**src/rtl/unidade_busca_pkg.sv**
```systemverilog
`default_nettype none
// +--------------------------------------------------------------------------+
// | Package   : pacote_busca                                                 |
// | Purpose   : Shared widths, reset PC and FIFO entry type for the          |
// |             instruction fetch unit.                                      |
// | Revision  : 1.0 - initial release                                        |
// +--------------------------------------------------------------------------+
package pacote_busca;

   localparam int ADDR_W = 8;
   localparam int DATA_W = 8;
   localparam logic [ADDR_W-1:0] RESET_PC = 8'd10;

   // One fetched instruction together with the address it came from.
   typedef struct packed {
      logic [ADDR_W-1:0] pc;
      logic [DATA_W-1:0] instr;
   } entrada_busca_t;

   // The PC wraps at 2^ADDR_W; the carry is simply dropped.
   function automatic logic [ADDR_W-1:0] pc_mais_um(input logic [ADDR_W-1:0] pc);
      return pc + ADDR_W'(1);
   endfunction

endpackage
`default_nettype wire

```
**src/rtl/fila_busca.sv**
```systemverilog
`default_nettype none
// +--------------------------------------------------------------------------+
// | Module    : fila_busca                                                   |
// | Purpose   : Small skid FIFO of fetched {pc, instr} entries with push,    |
// |             pop, synchronous flush and occupancy count. Head is read     |
// |             combinationally from registered storage.                     |
// | Revision  : 1.0 - initial release                                        |
// +--------------------------------------------------------------------------+
module fila_busca
   import pacote_busca::*;
#(
   parameter int DEPTH = 2,
   localparam int PTR_W = $clog2(DEPTH),
   localparam int CNT_W = $clog2(DEPTH) + 1
) (
   input  logic             clock,
   input  logic             reset_n,
   input  logic             push,
   input  logic             pop,
   input  logic             flush,
   input  entrada_busca_t   dado_in,
   output entrada_busca_t   cabeca,
   output logic             vazia,
   output logic [CNT_W-1:0] contagem
);

   entrada_busca_t   armazenamento [DEPTH];
   logic [PTR_W-1:0] ptr_escrita;
   logic [PTR_W-1:0] ptr_leitura;
   logic             faz_push;
   logic             faz_pop;
   logic             cheia;

   // Qualified handshakes: never pop an empty FIFO, never overwrite a full one
   // unless the head leaves in the same cycle.
   always_comb begin
      vazia    = (contagem == '0);
      cheia    = (contagem == CNT_W'(DEPTH));
      faz_pop  = pop & ~vazia;
      faz_push = push & (~cheia | faz_pop);
   end

   // Storage needs no reset: the head is only meaningful while not empty.
   always_ff @(posedge clock) begin
      if (faz_push && !flush) begin
         armazenamento[ptr_escrita] <= dado_in;
      end
   end

   // Pointers and count; flush wins over any simultaneous push or pop.
   always_ff @(posedge clock or negedge reset_n) begin
      if (!reset_n) begin
         ptr_escrita <= '0;
         ptr_leitura <= '0;
         contagem    <= '0;
      end else if (flush) begin
         ptr_escrita <= '0;
         ptr_leitura <= '0;
         contagem    <= '0;
      end else begin
         if (faz_push) begin
            ptr_escrita <= ptr_escrita + PTR_W'(1);
         end
         if (faz_pop) begin
            ptr_leitura <= ptr_leitura + PTR_W'(1);
         end
         contagem <= contagem + CNT_W'(faz_push) - CNT_W'(faz_pop);
      end
   end

   assign cabeca = armazenamento[ptr_leitura];

endmodule
`default_nettype wire

```
**src/rtl/unidade_busca.sv**
```systemverilog
`default_nettype none
// +--------------------------------------------------------------------------+
// | Module    : unidade_busca                                                |
// | Purpose   : Instruction fetch unit. Owns the PC, drives the registered   |
// |             memory address, captures returned instructions into a skid   |
// |             FIFO and presents them to the decoder over valid/ready.      |
// |             Redirects from execute flush the pipe and restart fetch.     |
// | Revision  : 1.0 - initial release                                        |
// +--------------------------------------------------------------------------+
module unidade_busca
   import pacote_busca::*;
#(
   parameter int DEPTH = 2
) (
   input  logic              clock,
   input  logic              reset_n,
   output logic [ADDR_W-1:0] endereco,
   input  logic [DATA_W-1:0] instrucao,
   input  logic              habilita,
   input  logic              desvio_valido,
   input  logic [ADDR_W-1:0] desvio_alvo,
   output logic              instr_valid,
   input  logic              instr_ready,
   output logic [DATA_W-1:0] instr_out,
   output logic [ADDR_W-1:0] instr_pc
);

   localparam int CNT_W = $clog2(DEPTH) + 1;

   logic [ADDR_W-1:0] pc_next;
   logic              req_v;
   logic              pop;
   logic              push;
   logic              emite;
   logic              vazia;
   logic [CNT_W-1:0]  contagem;
   logic [CNT_W-1:0]  contagem_pos;
   entrada_busca_t    entrada;
   entrada_busca_t    cabeca;

   // Credit check: a new request is only issued if its data is guaranteed a
   // slot when it returns next cycle, counting this cycle's push and pop.
   always_comb begin
      pop          = instr_valid & instr_ready;
      push         = req_v & ~desvio_valido;
      contagem_pos = contagem + CNT_W'(push) - CNT_W'(pop);
      emite        = habilita & (contagem_pos < CNT_W'(DEPTH));
      entrada.pc    = endereco;
      entrada.instr = instrucao;
   end

   // PC / address / in-flight tracking; a redirect overrides everything and
   // issues the target even when fetch is disabled.
   always_ff @(posedge clock or negedge reset_n) begin
      if (!reset_n) begin
         endereco <= RESET_PC;
         pc_next  <= RESET_PC;
         req_v    <= 1'b0;
      end else if (desvio_valido) begin
         endereco <= desvio_alvo;
         pc_next  <= pc_mais_um(desvio_alvo);
         req_v    <= 1'b1;
      end else if (emite) begin
         endereco <= pc_next;
         pc_next  <= pc_mais_um(pc_next);
         req_v    <= 1'b1;
      end else begin
         req_v    <= 1'b0;
      end
   end

   fila_busca #(
      .DEPTH    (DEPTH)
   ) u_fila (
      .clock    (clock),
      .reset_n  (reset_n),
      .push     (push),
      .pop      (pop),
      .flush    (desvio_valido),
      .dado_in  (entrada),
      .cabeca   (cabeca),
      .vazia    (vazia),
      .contagem (contagem)
   );

   // Payload is forced to zero while empty so stale storage never leaks out.
   always_comb begin
      instr_valid = ~vazia;
      instr_out   = instr_valid ? cabeca.instr : '0;
      instr_pc    = instr_valid ? cabeca.pc    : '0;
   end

endmodule
`default_nettype wire

```
**config.mk**
```make
export PLATFORM = sky130hd
export DESIGN_NAME = unidade_busca
export DESIGN_NICKNAME = d
export VERILOG_FILES = /design/src/rtl/unidade_busca_pkg.sv /design/src/rtl/fila_busca.sv /design/src/rtl/unidade_busca.sv
export SDC_FILE = /design/constraint.sdc
export NUM_CORES = 1
export LEC_CHECK = 0
export ABC_AREA = 1
export CAP_MARGIN = 20
export CORE_UTILIZATION = 35
export DETAILED_ROUTE_END_ITERATION = 7
export MAX_ROUTING_LAYER = met4
export PLACE_DENSITY = 0.59
export SLEW_MARGIN = 40
export SYNTH_ARGS = -nofsm -noshare
export SYNTH_HDL_FRONTEND = slang
export SYNTH_SLANG_ARGS = --single-unit
```
**constraint.sdc**
```tcl
create_clock -name clock -period 2.2 [get_ports clock]
set_clock_uncertainty 0.2 [all_clocks]
set_input_delay 0.33 -clock clock [delete_from_list [all_inputs] [get_ports clock]]
set_output_delay 0.33 -clock clock [all_outputs]
set_load 0.03 [all_outputs]
```
==> impl_results.md <==
- Outcome: completed
- IO Count: 46
- Setup slack, reg-to-reg: 0.22 ns
- Adder-cell share of the synthesized area: 1.527%
- Path length in cells of the critical path: 1
- R2r startpoint: u_fila.contagem[1]
- Max Clock Freq: 477.9 MHz
- Initial antenna violation count: 0
- Final WS setup: 0.1073 ns
- Mapped cell area: 2457 um2
- Clk slew on worst S/H paths: 0.10 ns
- IR drop worst, VDD: 0.0003127 V
- Unrepaired setup endpoints after global routing: no
- Post-synth top area cell: edfxtp_1
- Vias/cell: 4.322
- Fin. Hold Viols: 0
- Clk buf depth: 2
- CP bufs+invs: 1
- Worst r2r path cells: 11
- Die height: 85.79 um
- Reg2reg end: endereco[5]
- Post-DR wirelength/cell: 11.64 um
- PostCTS Resize Cnt: 1
- Area growth from synthesis to layout: 28.31%
- Net count after synthesis: 265
- Max-slew headroom: 77.26%
- Diode count: 0
- Hpwl dp: 3216 um
- Register area share after synthesis: 60.69%
- CTS root buf: clkbuf_8
- Synth area leaders: edfxtp_1, dfrtp_1, nand2_1
- Htree depth: 2
- Num CTS Buffers: 5
- CP endpoint kind: output pin
- GRT overflow: 0
- Synth Area in Simple Gates: 22.86%
- Data required, critical path: 1.67 ns
- Routed WL: 4620 um
- Worst stage delay on the critical path: 0.69 ns
- Die X: 85.79 um
- Final period utilization: 95.12%
- Avg Cell Area, Syn: 10.20 um2
- Worst skew pair latency: 0.30 ns
- Gpl congestion: 0.8227
- CTS tree: built
- CP max stage cell: clkdlybuf4s50_1
- Yosys cell types: 30
- Die ar.: 7360 um2
- GRT Util Overall: 13.98%
- Top-area cell type share of the netlist area: 39.10%
- CP arrival: 1.56 ns
- Post-synthesis mux area share: 0%
- Fin nets: 324
- Hold Path Class: in2async
- DR iter-0 viols: 51
- Initial Util: 36.17%
- Core Region: 6794 um2
- Crit-path cells: clkdlybuf4s50_1
- Pwr/cell area: 1148 nW/um2
- Largest family of logic cells by synthesized area: simple AND/OR/NAND/NOR gates
- Pre-CTS setup slack: -0.1067 ns
- Layout filler cell count: 655
- Crit path max-delay family: buffers and inverters
- Lkg Pwr: 1.344 nW
- Via count: 1,716
- Clock Sinks: 53
- Post-synthesis instance total: 241
- Wire length of the first global-routing pass: 7741 um
- Setup violations, final: 0
- Kind of critical path: reg2out
- Synth Area in Compound Gates: 7.587%
- Core Util, Final: 46.41%
- Number of global-route vias before repair: 1,608
- Buffers on Ports: 45
- Startpoint types: flip-flop
- Post-Synth XOR/XNOR Area: 0.7128%
- Final-report max-slew violation count: 0
- Max Cap Viol: 0
- Synth Warn #: 0
- Initial DRT Pass Iterations: 4
- Number of routed nets with antenna violations: 0
- Largest net degree at the start of global routing: 24
- Least-Margin Pin Slew: 0.3400 ns
- Share of cells above drive strength 1: 26.25%
- Remaining DRCs: 0
- Worst-path fanout max: 4
- Hold_buf cts: 0
- Post-CTS setup buffer count: 0
- Synth Register Bits: 53
- Final critical-path required period: 2.093 ns
- Row count: 30
==> worst max path at each step <==
stage                            endpoint  slack [ns]                from
2_1_floorplan  u_fila.armazenamento[1][0]        0.08       desvio_valido
3_3_place_gp                  endereco[5]       -0.05         instr_ready
3_5_place_dp                   pc_next[0]       -0.11         instr_ready
4_1_cts                       instr_pc[4]        0.09  u_fila.ptr_leitura
5_1_grt                       endereco[4]        0.05  u_fila.contagem[1]
6_report                      endereco[1]        0.11         endereco[1]
==> synth_stat cells (all sizes together) <==
master,instances
ha,3
buf,6
dfstp,4
o21ai,11
dfrtp,17
xnor2,1
a21oi,19
inv,17
nand2,105
a31oi,1
edfxtp,32
o21bai,1
xor2,1
nor2,10
clkbuf,3
nand3,10
==> layer usage <==
| layer | track usage [%] | part of all wire [%] |
|---|---|---|
| met1 | 17.87 | 47 |
| met2 | 22.18 | 47 |
| met3 | 3.080 | 4.9 |
| met4 | 4.545 | 1.4 |
| met5 | - | 0 |
==> report_power, final <==
group	internal (mW)	total [mW]	switching, mW
clock network	0.230	0.570	0.340
registers	1.35	1.48	0.138
logic	0.603	1.56	0.961
total	2.18	3.62	1.44
==> cell families after synthesis <==
family | Yosys count
AND/OR/NAND/NOR | 125
flip-flops | 53
AO/OA/AOI/OAI | 32
buffers and inverters | 26
adder cells (fa/ha/maj) | 3
XOR/XNOR | 2
==> cell type report <==
class / instances / area (um2) / share of cell area [%]
Sequential cell: 53 / 1491 / 47.30
Multi-Input combinational cell: 162 / 803.3 / 25.48
Timing Repair Buffer: 61 / 566.8 / 17.98
Tap cell: 96 / 120.1 / 3.810
Inverter: 17 / 77.57 / 2.460
Clock buffer: 5 / 68.82 / 2.183
Clock inverter: 3 / 25.02 / 0.7937
==> registers in the layout, summed over array words and instances (netlist names) <==
name,flops
u_fila.ptr_leitura,1
endereco,8
pc_next,8
u_fila.ptr_escrita,1
req_v,1
u_fila.armazenamento,32
u_fila.contagem,2
==> placed cells by master, fill, tap and decap left out, drive strengths merged <==
| cell | Yosys | layout |
|---|---|---|
| dfrtp | 17 | 17 |
| clkbuf | 3 | 5 |
| a21oi | 19 | 19 |
| edfxtp | 32 | 32 |
| o21bai | 1 | 1 |
| nor2 | 10 | 10 |
| xnor2 | 1 | 1 |
| a31oi | 1 | 1 |
| buf | 6 | 32 |
| clkinv | 0 | 1 |
| clkinvlp | 0 | 2 |
| dfstp | 4 | 4 |
| dlygate4sd2 | 0 | 1 |
| clkdlybuf4s50 | 0 | 28 |
| o21ai | 11 | 11 |
| xor2 | 1 | 1 |
| inv | 17 | 17 |
| nand2 | 105 | 105 |
| ha | 3 | 3 |
| nand3 | 10 | 10 |
==> metrics by stage <==
stage / power, mW / hold slack [ns] / instance area, um2 / TNS [ns] / instances
2_1_floorplan: 2.489 / -0.1656 / 2457 / 0 / 241
3_3_place_gp: 3.076 / 0.2634 / 3057 / -1.319 / 389
3_5_place_dp: 3.102 / 0.2730 / 3057 / -1.272 / 389
4_1_cts: 3.673 / 0.1615 / 3149 / 0 / 397
5_1_grt: 3.863 / 0.2042 / 3153 / 0 / 397
6_report: 3.618 / 0.1600 / 3153 / 0 / 397
No activity file was read; power rests on OpenSTA's default activity.
